`src/rtl/muldiv_pkg.sv`:
```
// Shared encodings for the iterative multiply/divide unit.
package muldiv_pkg;

    localparam int MD_WIDTH = 32;

    typedef enum logic [1:0] {
        OP_MULT  = 2'b00,
        OP_MULTU = 2'b01,
        OP_DIV   = 2'b10,
        OP_DIVU  = 2'b11
    } op_e;

    typedef enum logic [1:0] {
        S_IDLE = 2'b00,
        S_RUN  = 2'b01,
        S_FIX  = 2'b10
    } state_e;

    function automatic int cnt_width(input int w);
        return $clog2(w);
    endfunction

    localparam int CNT_W = cnt_width(MD_WIDTH);

endpackage

```
`src/rtl/muldiv_core.sv`:
```
// Unsigned magnitude engine: one shift-add or restoring shift-subtract step per cycle.
module muldiv_core
    import muldiv_pkg::*;
#(
    parameter int WIDTH = MD_WIDTH
) (
    input  logic             clk,
    input  logic             load,
    input  logic             step,
    input  logic             is_div,
    input  logic [WIDTH-1:0] a_mag,
    input  logic [WIDTH-1:0] b_mag,
    output logic             last,
    output logic [WIDTH-1:0] res_hi,
    output logic [WIDTH-1:0] res_lo
);

    localparam int CW = cnt_width(WIDTH);

    logic [CW-1:0]    count;
    logic [WIDTH-1:0] acc_hi;
    logic [WIDTH-1:0] acc_lo;
    logic [WIDTH-1:0] opnd;
    logic [WIDTH:0]   sum;
    logic [WIDTH:0]   shifted;
    logic [WIDTH:0]   diff;

    // Multiply keeps {acc_hi,acc_lo} as partial product / remaining multiplier;
    // divide keeps acc_hi as partial remainder and shifts quotient bits into acc_lo.
    always_comb begin
        sum     = {1'b0, acc_hi} + {1'b0, (acc_lo[0] ? opnd : {WIDTH{1'b0}})};
        shifted = {acc_hi, acc_lo[WIDTH-1]};
        diff    = shifted - {1'b0, opnd};
    end

    always_ff @(posedge clk) begin
        if (load) begin
            acc_hi <= '0;
            acc_lo <= a_mag;
            opnd   <= b_mag;
            count  <= '0;
        end else if (step) begin
            count <= count + 1'b1;
            if (is_div) begin
                acc_hi <= diff[WIDTH] ? shifted[WIDTH-1:0] : diff[WIDTH-1:0];
                acc_lo <= {acc_lo[WIDTH-2:0], ~diff[WIDTH]};
            end else begin
                acc_hi <= sum[WIDTH:1];
                acc_lo <= {sum[0], acc_lo[WIDTH-1:1]};
            end
        end
    end

    assign last   = (count == CW'(WIDTH - 1));
    assign res_hi = acc_hi;
    assign res_lo = acc_lo;

endmodule

```
`src/rtl/muldiv_unit.sv`:
```
// MIPS multiply/divide unit: FSM, sign handling, HI/LO registers and MTHI/MTLO writes.
module muldiv_unit
    import muldiv_pkg::*;
#(
    parameter int WIDTH = MD_WIDTH
) (
    input  logic             clk,
    input  logic             reset,
    input  logic             start,
    input  logic [1:0]       op,
    input  logic [WIDTH-1:0] a,
    input  logic [WIDTH-1:0] b,
    input  logic             hi_write,
    input  logic             lo_write,
    input  logic [WIDTH-1:0] wordIn,
    output logic             busy,
    output logic             done,
    output logic             div_by_zero,
    output logic [WIDTH-1:0] hi,
    output logic [WIDTH-1:0] lo
);

    state_e           state_q, state_d;
    op_e              op_q;
    logic             sa_q, sb_q, bzero_q;
    logic             load, step, fix, last;
    logic             signed_in;
    logic [WIDTH-1:0] a_mag, b_mag, res_hi, res_lo;
    logic [2*WIDTH-1:0] fixed;

    function automatic logic [WIDTH-1:0] magnitude(input logic [WIDTH-1:0] v,
                                                   input logic sgn);
        return (sgn && v[WIDTH-1]) ? -v : v;
    endfunction

    // Signed multiply negates the whole product; signed divide negates the quotient
    // on differing signs and gives the remainder the dividend's sign.
    function automatic logic [2*WIDTH-1:0] sign_fix(input op_e o, input logic sa,
                                                    input logic sb,
                                                    input logic [WIDTH-1:0] rh,
                                                    input logic [WIDTH-1:0] rl);
        logic [2*WIDTH-1:0] prod;
        logic [WIDTH-1:0]   q, r;
        prod = {rh, rl};
        q    = rl;
        r    = rh;
        case (o)
            OP_MULT:  return (sa ^ sb) ? -prod : prod;
            OP_DIV: begin
                if (sa ^ sb) q = -q;
                if (sa)      r = -r;
                return {r, q};
            end
            default:  return prod;
        endcase
    endfunction

    assign signed_in = ~op[0];
    assign a_mag     = magnitude(a, signed_in);
    assign b_mag     = magnitude(b, signed_in);
    assign fixed     = sign_fix(op_q, sa_q, sb_q, res_hi, res_lo);
    assign busy      = (state_q != S_IDLE);

    muldiv_core #(.WIDTH(WIDTH)) u_core (
        .clk    (clk),
        .load   (load),
        .step   (step),
        .is_div (op_q[1]),
        .a_mag  (a_mag),
        .b_mag  (b_mag),
        .last   (last),
        .res_hi (res_hi),
        .res_lo (res_lo)
    );

    always_comb begin
        state_d = state_q;
        load    = 1'b0;
        step    = 1'b0;
        fix     = 1'b0;
        case (state_q)
            S_IDLE: if (start) begin
                load    = 1'b1;
                state_d = S_RUN;
            end
            S_RUN: begin
                step = 1'b1;
                if (last) state_d = S_FIX;
            end
            S_FIX: begin
                fix     = 1'b1;
                state_d = S_IDLE;
            end
            default: state_d = S_IDLE;
        endcase
    end

    always_ff @(posedge clk) begin
        if (load) begin
            op_q    <= op_e'(op);
            sa_q    <= signed_in & a[WIDTH-1];
            sb_q    <= signed_in & b[WIDTH-1];
            bzero_q <= (b == '0);
        end
    end

    // MTHI/MTLO only land when the unit is idle and no operation is being launched.
    always_ff @(posedge clk) begin
        if (reset) begin
            state_q     <= S_IDLE;
            done        <= 1'b0;
            div_by_zero <= 1'b0;
            hi          <= '0;
            lo          <= '0;
        end else begin
            state_q     <= state_d;
            done        <= fix;
            div_by_zero <= fix & op_q[1] & bzero_q;
            if (fix) begin
                if (!(op_q[1] && bzero_q)) begin
                    hi <= fixed[2*WIDTH-1:WIDTH];
                    lo <= fixed[WIDTH-1:0];
                end
            end else if (state_q == S_IDLE && !start) begin
                if (hi_write) hi <= wordIn;
                if (lo_write) lo <= wordIn;
            end
        end
    end

endmodule
```
`config.mk`:
```
export PLATFORM = sky130hd
export DESIGN_NAME = muldiv_unit
export DESIGN_NICKNAME = d
export VERILOG_FILES = /design/src/rtl/muldiv_pkg.sv /design/src/rtl/muldiv_core.sv /design/src/rtl/muldiv_unit.sv
export SDC_FILE = /design/constraint.sdc
export NUM_CORES = 1
export LEC_CHECK = 0
export CORE_ASPECT_RATIO = 1.25
export CORE_UTILIZATION = 30
export DETAILED_ROUTE_END_ITERATION = 12
export DONT_BUFFER_PORTS = 1
export SLEW_MARGIN = 5
export SYNTH_ARGS = -nofsm -noshare
export SYNTH_HDL_FRONTEND = slang
export SYNTH_SLANG_ARGS = --single-unit
```
`constraint.sdc`:
```
create_clock -name clk -period 4.1 [get_ports clk]
set_input_delay 1.23 -clock clk [delete_from_list [all_inputs] [get_ports clk]]
set_output_delay 1.23 -clock clk [all_outputs]
set_load 0.05 [all_outputs]
```
### Word-level counts from Yosys, hierarchy flattened

Index checks and enable logic that the tools add are counted.

* register bits after elaboration: 174
* output and inout port bits: 67
* logic and storage cells: 78

* reductions and logical operators: 16
* equal/unequal tests: 7
* add/subtract/negate cells: 8
* mux-type cells: 27
* bitwise gates (word level): 7

Operators by type and width (count)
* 32-bit two-way mux: 18
* 32-bit negation: 4
* 64-bit case mux with 2 select lines: 1
* 64-bit two-way mux: 1
* 64-bit negation: 1
* 32-bit by 32-bit adder with 33-bit output: 1
* 33-bit by 32-bit subtractor with 33-bit output: 1
* 32-bit zero test: 1
* 2-bit nonzero test: 5
* 2-bit inequality test (second input constant): 3
* 3-bit AND reduction: 2
* 5-bit by 1-bit adder with 5-bit output (second input constant): 1
* 5-bit equality test (second input constant): 1
* 1-bit AND: 4
* 2-bit equality test (second input constant): 2
* 1-bit logical AND: 4
* 2-bit zero test: 2
* 1-bit two-way mux: 4
* 2-bit two-way mux: 2
* 2-bit case mux with 2 select lines: 1
* 2-bit by 1-bit equality test with 1-bit output (second input constant): 1
* 1-bit NOT: 2
* 2-bit AND reduction: 1
* 1-bit zero test: 1
* 1-bit bitwise XOR: 1

### Logic depth before layout (Yosys ltp)

Gate-level depths: netlist of run 1.

* word-level depth: 5
* gate-level depth with buffers: 14
* mapped depth without buffers: 12

### By module

A second synthesis of run 1 with hierarchy kept.

* cells, all modules: 1817
* area total of the unflattened synthesis: 14368.8 µm²

Modules (own cells, without submodules)
* muldiv_core: area an instance 8289.2 µm², cells each 976, instances 1, sequential area each 2662.6 µm²
* muldiv_unit: area an instance 6079.6 µm², cells each 841, instances 1, sequential area each 1511.4 µm²

### Least setup slack after synthesis of run 1

Ideal clock, no wire load.

* path kind: in2reg
* start: in a[8]
* end: reg u_core.acc_lo[29] (netlist: u_core.res_lo[29]) (data pin)
* setup time: 0.325 ns
* slack: 0.313 ns
* arrival: 3.462 ns
* path buffers: 0
* cell stages on the path: 8
* data required time: 3.775 ns
* cell sequence: or3_1 -> or3_1 -> or4_1 -> nor4_2 -> nand2b_1 -> o41ai_1 -> xor2_1 -> a21oi_1

* longest elaborated chain between the ends: 3

RTL lines
* start, declared: line muldiv_unit.sv:11 `input logic [WIDTH-1:0] a,`
* 32-bit negation: line muldiv_unit.sv:33 `return (sgn && v[WIDTH-1]) ? -v : v;`
* 32-bit two-way mux: line muldiv_unit.sv:33
* 32-bit two-way mux: line muldiv_core.sv:37 `if (load) begin`
* end signal, assigned: line muldiv_core.sv:39 `acc_lo <= a_mag;`
* end signal, assigned: line muldiv_core.sv:46 `acc_lo <= {acc_lo[WIDTH-2:0], ~diff[WIDTH]};`
* end signal, assigned: line muldiv_core.sv:49 `acc_lo <= {sum[0], acc_lo[WIDTH-1:1]};`
* end, declared: line muldiv_core.sv:22 `logic [WIDTH-1:0] acc_lo;`

No other way between the ends.
A chain may end at the register's enable or synchronous reset.

### Worst setup path in the final report of run 1

* start: reg u_core.acc_lo[14] (netlist: u_core.res_lo[14])
* end: reg hi[12]

* longest elaborated chain between the ends: 5

RTL lines
* 64-bit negation: line muldiv_unit.sv:48 `OP_MULT: return (sa ^ sb) ? -prod : prod;`
* 64-bit two-way mux: line muldiv_unit.sv:48
* 64-bit case mux with 2 select lines: line muldiv_unit.sv:47 `case (o)`
* 32-bit two-way mux: line muldiv_unit.sv:120 `if (!(op_q[1] && bzero_q)) begin`
* 32-bit two-way mux: line muldiv_unit.sv:119 `if (fix) begin`
* end signal, assigned: line muldiv_unit.sv:121 `hi <= fixed[2*WIDTH-1:WIDTH];`
* end signal, assigned: line muldiv_unit.sv:125 `if (hi_write) hi <= wordIn;`
* end, declared: line muldiv_unit.sv:19 `output logic [WIDTH-1:0] hi,`

No other way between the ends. The select of a mux whose other input is x is not followed.

==> run summary, run 1 <==
In the routed layout, each cell is associated on average with a via count of 5.60. The initial cell density of the core is 30.6%. The number of DRC violations after detailed-routing iteration 0 is 1040. The top-level port count is 170. The setup fix buffers added after clock tree synthesis came out at 0. The kind of end point of the critical path is a flop. Relative to the synthesized area, the layout overhead comes to 9.92%. The total wire length after detailed routing is 48.1 mm. The share of flip-flops with an asynchronous set or reset after synthesis is 0%. The largest fanout on the critical path is 9.

The width of the die came out at 195 um. The number of placement rows is 87. The count of nets left with antenna violations after detail routing is 0. The cell count after synthesis is 1768. The CTS tree is yes. The worst setup path is launched from a flop.

The mapped netlist covers 13900 sq um. The area occupied by multi-input gates is 9080 sq um. Sorting the synthesized cells by area gives the leading types as sky130_fd_sc_hd__dfxtp_1 15%, sky130_fd_sc_hd__edfxtp_1 15%, sky130_fd_sc_hd__a21oi_1 6.7%, sky130_fd_sc_hd__ha_1 6.3%, sky130_fd_sc_hd__nor2_1 6.2%. The total clock buffers created by CTS came out at 17. Net switching is 42.3% of the power. The mean post-synth cell area is 7.86 sq um.

Counting both buffers and inverters, the worst setup path holds a total of 0. The share of total power in the clock network came out at 23.6%. The most area-hungry cell type in the Yosys netlist is sky130_fd_sc_hd__dfxtp_1. The net count of the finished layout came out at 1934. The number of buffers inserted by hold repair at cts is 0. The die covers 47200 sq um. The shortest period the worst path allows came out at 3.66 ns. In the global route stage, overall resource usage came out at 20.1%.

At the pin with the least slew margin, the transition time is 1.21 ns. In this run the tool buffered the top-level ports with 0 buffer cells. The fraction of the yosys area taken by sequential cells is 30.0%. The share of the clock period used by the worst path is 89.2%. The worst setup path category is reg2reg.

The flow ran to the end, and the final reports show no timing, DRC or antenna violations. The net switching component of the power came out at 2850 uW. The clock drives 174 sinks. The combinational share of power came out at 41.3%. The synthesized net count came out at 1943. The via count of the first global-routing pass came out at 12439. Cells with a size suffix above 1 make up 7.51% of the layout. The die is 243 um tall. The deepest level of the CTS H-tree is 4. The placer's final routability congestion estimate came out at 0.951. Dividing the detail-routed wire length by the instance count gives 20.5 um.

In this run, flip-flops and latches consume 35.1% of the power. Registers take 4170 sq um. In this run the tightest slew margin relative to its limit is 19.1%.

In this run the clock root is driven by a sky130_fd_sc_hd__clkbuf_16. The number of distinct library cells after synthesis is 86. The worst endpoint data arrival time is 4.03 ns. Among cell families on the critical path, the largest total delay comes from simple AND/OR/NAND/NOR gates. The internal power of the cells totals 3900 uW. Setup repair after global routing left no endpoint under its margin.

Setup total negative slack on the finished layout was measured at 0 ns. The leakage dissipation is 0.00604 uW. The number of flops mapped to enable cells by yosys is 69. The number of register bits inferred by synthesis came out at 174. The clock transition at the registers of the reported paths came out at 0.07 ns. The number of antenna violations at the first check in global routing came out at 0. The first-pass iteration count of the detailed router came out at 5.

The core region area is 45400 sq um. The placed wire-length estimate is 38.3 mm. The path class of the tightest hold or removal check is reg2reg. The most used flip-flop cell after synthesis is sky130_fd_sc_hd__dfxtp_1.

Total power for the finished layout comes to 6750 uW. The tool flagged a number of max-cap violations equal to 0. The worst clock skew is 0.0122 ns.

The data required time at the worst endpoint came out at 4.48 ns. The cell at the slowest stage of the critical path is sky130_fd_sc_hd__or4b_4. The number of inserted filler cells in the final layout came out at 4754. The via count is 13173.

Traced cell by cell, the critical path runs through or4_4, or4_1, or4b_4, o21ai_4, o21ai_1, a21oi_1, xnor2_1, nand2_1, a311oi_1. The detailed-route DRC error count came out at 0. The proportion of netlist area held by the largest area contributor is 15.1%. The number of failing setup endpoints in the final timing report came out at 0. The Yosys step of the flow raised 0 warnings. The buffer depth of the longest clock path came out at 2. The largest net degree at the start of global routing came out at 109.

The number of endpoints with negative hold slack in the final report is 0. The ratio of total power to cell area is 442 nW/um^2. The highest clock frequency the design can meet came out at 273 MHz. The wire length of the first global-routing pass is 73.5 mm. The number of instances resized during post-cts repair is 0. For the worst-skew pair, the clock arrives at the later sink with an insertion delay of 0.47 ns. For this run, the slowest stage of the critical path takes 0.60 ns.

VDD sags by at most 292 uV. The total congestion overflow after global routing is 0. The final number of max-transition violations came out at 0.
-- synth_stat cells, drive strengths merged (24+ instances only) --
| cell type | count |
|---|---|
| a211oi | 47 |
| a21o | 31 |
| a21oi | 187 |
| clkbuf | 72 |
| dfxtp | 105 |
| edfxtp | 69 |
| ha | 70 |
| inv | 72 |
| mux2i | 37 |
| nand2 | 166 |
| nand3 | 29 |
| nor2 | 229 |
| nor3 | 44 |
| o21ai | 121 |
| o31ai | 24 |
| xnor2 | 94 |
| xor2 | 72 |
-- metrics by stage --
stage / cell area, sq um / cells / setup WS, ns / util (%) / hold slack [ns]
6_report: 15300 / 2351 / 0.443 / 33.7 / 0.483
5_1_grt: 15300 / 2350 / 0.215 / 33.7 / 0.495
4_1_cts: 15300 / 2350 / 0.461 / 33.7 / 0.478
3_5_place_dp: 14700 / 2318 / 0.267 / 32.4 / 0.466
3_3_place_gp: 14700 / 2318 / 0.331 / 32.4 / 0.446
2_1_floorplan: 13900 / 1768 / 0.313 / - / 0.441
-- worst register-to-register path, cell delays in order (launching register included) --
cell and delay [ns]:
sky130_fd_sc_hd__edfxtp_1 0.49, sky130_fd_sc_hd__or4_4 0.54, sky130_fd_sc_hd__or4_1 0.56, sky130_fd_sc_hd__or4b_4 0.61, sky130_fd_sc_hd__o21ai_4 0.36, sky130_fd_sc_hd__o21ai_1 0.33
sky130_fd_sc_hd__a21oi_1 0.24, sky130_fd_sc_hd__xnor2_1 0.14, sky130_fd_sc_hd__nand2_1 0.07, sky130_fd_sc_hd__a311oi_1 0.25
-- power groups by stage --
stage	Sequential (uW)	Clock, uW	Combinational (uW)
finish	2370	1590	2790
global route	2390	1680	3060
CTS	2370	1630	2760
detailed placement	2400	0	2750
global placement	2400	0	2730
floorplan	2350	0	1900
-- layer usage --
| layer | global-route usage [%] | part of all wire (%) | vias up |
|---|---|---|---|
| met5 | 0 | 0 | - |
| met4 | 7.63 | 2.4 | 0 |
| met3 | 3.22 | 6.5 | 64 |
| met2 | 33.8 | 48 | 477 |
| met1 | 25.6 | 43 | 6250 |
| li1 | - | - | 6382 |
-- final cells by class --
cell class / instances / area share (%)
tap: 578 / 4.73
clock buffer: 17 / 2.78
inverter: 72 / 1.78
clock inverter: 15 / 0.860
antenna: 1 / 0.0164
sequential: 174 / 27.3
multi-input combinational: 1432 / 59.4
timing repair buffer: 62 / 3.13
-- kinds of logic after synthesis --
family | count (synthesis) | synth area share, %
adders and majority gates | 72 | 6.59
AOI/OAI and AO/OA | 544 | 24.6
and+or+nand+nor | 606 | 20.3
buffers and inverters | 162 | 4.81
DFF | 174 | 30.0
xor gates and xnor gates | 166 | 10.5
muxes | 44 | 3.23
-- flip-flops by register name, indices dropped and copies added, names as in the netlist --
register,flops
u_core.res_lo,32
div_by_zero,1
u_core.count,5
op_q,2
u_core.res_hi,32
done,1
sb_q,1
bzero_q,1
state_q,2
hi,32
sa_q,1
u_core.opnd,32
lo,32
-- worst paths after layout --
| path | start | end | slack, ns | cells after the start |
|---|---|---|---|---|
| hold / removal | u_core.count[4]$_SDFFE_PP0P_ | u_core.count[4]$_SDFFE_PP0P_ | 0.48 | 2 |
| hold reg to reg | u_core.count[4]$_SDFFE_PP0P_ | u_core.count[4]$_SDFFE_PP0P_ | 0.48 | 2 |
| setup / recovery | u_core.res_lo[14]$_DFFE_PP_ | hi[12]$_SDFFE_PP0P_ | 0.44 | 9 |
| setup reg to reg | u_core.res_lo[14]$_DFFE_PP_ | hi[12]$_SDFFE_PP0P_ | 0.44 | 9 |
-- cells in the final DEF, fill, tap and decap left out, types with 7 or more instances in the layout --
| master | instances |
|---|---|
| sky130_fd_sc_hd__nor2_1 | 228 |
| sky130_fd_sc_hd__a21oi_1 | 187 |
| sky130_fd_sc_hd__nand2_1 | 166 |
| sky130_fd_sc_hd__o21ai_0 | 116 |
| sky130_fd_sc_hd__dfxtp_1 | 105 |
| sky130_fd_sc_hd__xnor2_1 | 94 |
| sky130_fd_sc_hd__xor2_1 | 72 |
| sky130_fd_sc_hd__inv_1 | 71 |
| sky130_fd_sc_hd__ha_1 | 70 |
| sky130_fd_sc_hd__edfxtp_1 | 69 |
| sky130_fd_sc_hd__buf_4 | 61 |
| sky130_fd_sc_hd__a211oi_1 | 47 |
| sky130_fd_sc_hd__nor3_1 | 43 |
| sky130_fd_sc_hd__mux2i_1 | 37 |
| sky130_fd_sc_hd__a21o_1 | 31 |
| sky130_fd_sc_hd__nand3_1 | 28 |
| sky130_fd_sc_hd__o31ai_1 | 24 |
| sky130_fd_sc_hd__or3_1 | 18 |
| sky130_fd_sc_hd__a31oi_1 | 18 |
| sky130_fd_sc_hd__clkbuf_16 | 17 |
| sky130_fd_sc_hd__nand4_1 | 16 |
| sky130_fd_sc_hd__nand2b_1 | 14 |
| sky130_fd_sc_hd__and3_1 | 12 |
| sky130_fd_sc_hd__or4_1 | 12 |
| sky130_fd_sc_hd__nor2b_1 | 12 |
| sky130_fd_sc_hd__a311oi_1 | 12 |
| sky130_fd_sc_hd__o21a_1 | 11 |
| sky130_fd_sc_hd__nor4_1 | 10 |
| sky130_fd_sc_hd__o41ai_1 | 10 |
| sky130_fd_sc_hd__a211o_1 | 8 |
| sky130_fd_sc_hd__and2_1 | 7 |
| sky130_fd_sc_hd__o21bai_1 | 7 |
| sky130_fd_sc_hd__or2_2 | 7 |
| sky130_fd_sc_hd__a22oi_1 | 7 |
| sky130_fd_sc_hd__mux2_2 | 7 |
Note: power is estimated with default switching activity, not from simulation.
==> inputs of run 2 (changes only) <==
--- a/config.mk
+++ b/config.mk
@@ -9,6 +9,7 @@
 export CORE_UTILIZATION = 30
 export DETAILED_ROUTE_END_ITERATION = 12
 export DONT_BUFFER_PORTS = 1
+export SKIP_LAST_GASP = 1
 export SLEW_MARGIN = 5
 export SYNTH_ARGS = -nofsm -noshare
 export SYNTH_HDL_FRONTEND = slang
==> results of run 2 <==
No change in the layout: final DEF, timing and power equal those of run 1.
==> inputs of run 3 (changes only) <==
--- a/config.mk
+++ b/config.mk
@@ -5,7 +5,9 @@
 export SDC_FILE = /design/constraint.sdc
 export NUM_CORES = 1
 export LEC_CHECK = 0
+export CAP_MARGIN = 15
 export CORE_ASPECT_RATIO = 1.25
+export CORE_MARGIN = 2
 export CORE_UTILIZATION = 30
 export DETAILED_ROUTE_END_ITERATION = 12
 export DONT_BUFFER_PORTS = 1
==> constraint.sdc (replaced) <==
create_clock -name clk -period 4.15 [get_ports clk]
set_input_delay 1.245 -clock clk [delete_from_list [all_inputs] [get_ports clk]]
set_output_delay 1.245 -clock clk [all_outputs]
set_load 0.05 [all_outputs]
==> run summary, run 3 (synthesis results as in run 1) <==
The largest voltage drop on the vdd net is 250 uV. The leakage dissipation came out at 0.00608 uW. The via-per-instance ratio came out at 5.61. The reported max-cap violation count came out at 0. The launching point of the worst reg2reg path is u_core.res_lo[15]$_DFFE_PP_. The startpoint of the most critical setup path is u_core.res_lo[15]$_DFFE_PP_. Data on the critical path is required at its endpoint by 4.51 ns. The number of buffers inserted by hold repair at cts came out at 0.

The total clock buffers created by CTS came out at 17. In the final timing run, aggregate negative setup slack is 0 ns. CTS built an H-tree with a depth of 4. The width of the die is 197 um.

The average wire length per cell after detail routing came out at 21.1 um. Data arrives at the worst endpoint at 4.02 ns. The largest single stage delay on the critical path is 0.60 ns. The critical path in this run is classified as reg2reg. The fraction of layout cells with a size suffix above 1 came out at 7.66%. Once the clock tree was built, the setup fixing pass inserted 0 buffers. In the routed design, unresolved DRC markers number 0. On the final layout, the worst hold slack is 0.464 ns. The count of buffering cells on the critical path with inverters included came out at 0. The buffer depth of the longest clock path came out at 2.

The core region area came out at 45900 sq um. The worst clock skew is 0.0137 ns. The number of sinks driven by the clock tree is 174. The final number of max-transition violations came out at 0. The number of antenna violations at the first check in global routing is 1. The post-layout total power is 6840 uW. The number of endpoints with negative hold slack in the final report is 0. The initial cell density of the core is 30.3%.

After clock tree synthesis, the clock-pin slew on the worst setup and hold paths is 0.07 ns. The tree is rooted in a sky130_fd_sc_hd__clkbuf_16. Setup slack on the worst reg-to-reg path comes out at 0.49 ns. The min-delay analysis places its worst path in the category reg2reg.

The HPWL after detailed placement is 39.1 mm. During placement, the flow inserted port buffers numbering 0. The via count of the first global-routing pass is 12808. The first global-routing pass estimated 75.6 mm of wire. The signal on the critical path passes through or4_4, or4_1, or4b_4, o21ai_4, o21ai_1, a21oi_1, xnor2_1, nand2_1, a311oi_1. Based on the critical path, the design can be clocked at up to 273 MHz.

In this run the tightest slew margin relative to its limit is 20.2%. The area growth from synthesis to layout is 10.6%. The clock latency on the worst-skew pair is 0.47 ns. The overall global routing resource usage is 20.4%. Grouping stages by cell kind, the critical path spends the most delay in simple AND/OR/NAND/NOR gates. The library cells used most frequently in the layout, excluding fill and tap cells, are 228 x sky130_fd_sc_hd__nor2_1, 187 x sky130_fd_sc_hd__a21oi_1, 166 x sky130_fd_sc_hd__nand2_1. The type of origin of the critical path is a flop. The flow ran to the end, and the final reports show no timing, DRC or antenna violations. The cell at the slowest stage of the critical path is sky130_fd_sc_hd__or4b_4. The count of placed standard cells including taps is 2328.

The count of nets left with antenna violations after detail routing came out at 0. The number of failing setup endpoints in the final timing report came out at 0. The total wire length after detailed routing came out at 49.8 mm. The number of placement rows came out at 88. The most common cell after layout, fill and taps aside is sky130_fd_sc_hd__nor2_1. Entering global routing, the biggest net connects 109 pins. The top-level port count came out at 170. The beginning of the worst hold path is u_core.count[4]$_SDFFE_PP0P_. The worst setup path is captured at a flop. The ratio of total power to cell area is 445 nW/um^2. The detailed router placed 13255 vias in this run. TritonCTS built the clock tree. The shortest period the worst path allows is 3.66 ns. The total congestion overflow after global routing is 0. Setup repair after global routing left no endpoint under its margin. The die outline height is 245 um. The congestion estimate from routability-driven global placement came to 0.939. The worst-margin pin slew came out at 1.19 ns.

The share of the clock period used by the worst path is 88.1%. The number of instances resized during post-cts repair came out at 0. The first-pass iteration count of the detailed router is 5. The net count of the finished layout is 1937. The number of DRC violations after detailed-routing iteration 0 is 1007. The overall die area came out at 48100 sq um.

After the flow finishes, the layout carries non-filler instances totaling 2361. The largest fanout on the critical path is 9.
[run 3: cell count changes in the layout (fill, tap and decap cells not counted), sizes merged]
cell / before / now
bufinv: 0 / 2
clkinvlp: 4 / 2
buf: 62 / 65
[run 3: worst register-to-register path: cells and delay by family, from the launching register on]
kind            cells  cell delay (ns)
flops               1             0.47
xor+xnor            1             0.14
compound gates      4             1.14
simple gates        4             1.82
[run 3: power by group]
part | leakage (uW) | switching, uW | internal, uW | total [uW]
clock | 0.000288 | 805 | 907 | 1710
sequential | 0.00154 | 339 | 1990 | 2330
combinational | 0.00426 | 1710 | 1090 | 2800
total | 0.00608 | 2860 | 3990 | 6840
[run 3: cell type report]
type / instances / area, sq um
clock buffers: 17 / 425
flip-flops and latches: 174 / 4170
diodes: 1 / 2.50
multi-input cells: 1432 / 9080
fillers: 4813 / 30500
repair buffers: 65 / 513
inverters: 72 / 272
well taps: 585 / 732
clock inverters: 15 / 176
[run 3: final timing paths]
check / end / cells past startpoint
setup / recovery: hi[12]$_SDFFE_PP0P_ / 9
setup reg to reg: hi[12]$_SDFFE_PP0P_ / 9
hold reg to reg: u_core.count[4]$_SDFFE_PP0P_ / 2
hold / removal: u_core.count[4]$_SDFFE_PP0P_ / 2
[run 3: layer usage]
metal / track usage [%] / share of wire [%] / vias to the layer above
met2: 34.9 / 48 / 454
met4: 8.33 / 3.3 / 0
met5: 0 / 0 / -
met1: 25.3 / 42 / 6343
met3: 3.39 / 6.1 / 65
li1: - / - / 6393
[run 3: metrics by stage]
step / instance area [sq um] / worst slack [ns] / utilization [%]
3_5_place_dp: 14800 / 0.347 / 32.2
3_3_place_gp: 14800 / 0.394 / 32.2
4_1_cts: 15400 / 0.477 / 33.5
2_1_floorplan: 13900 / 0.348 / -
5_1_grt: 15400 / 0.270 / 33.5
6_report: 15400 / 0.493 / 33.5
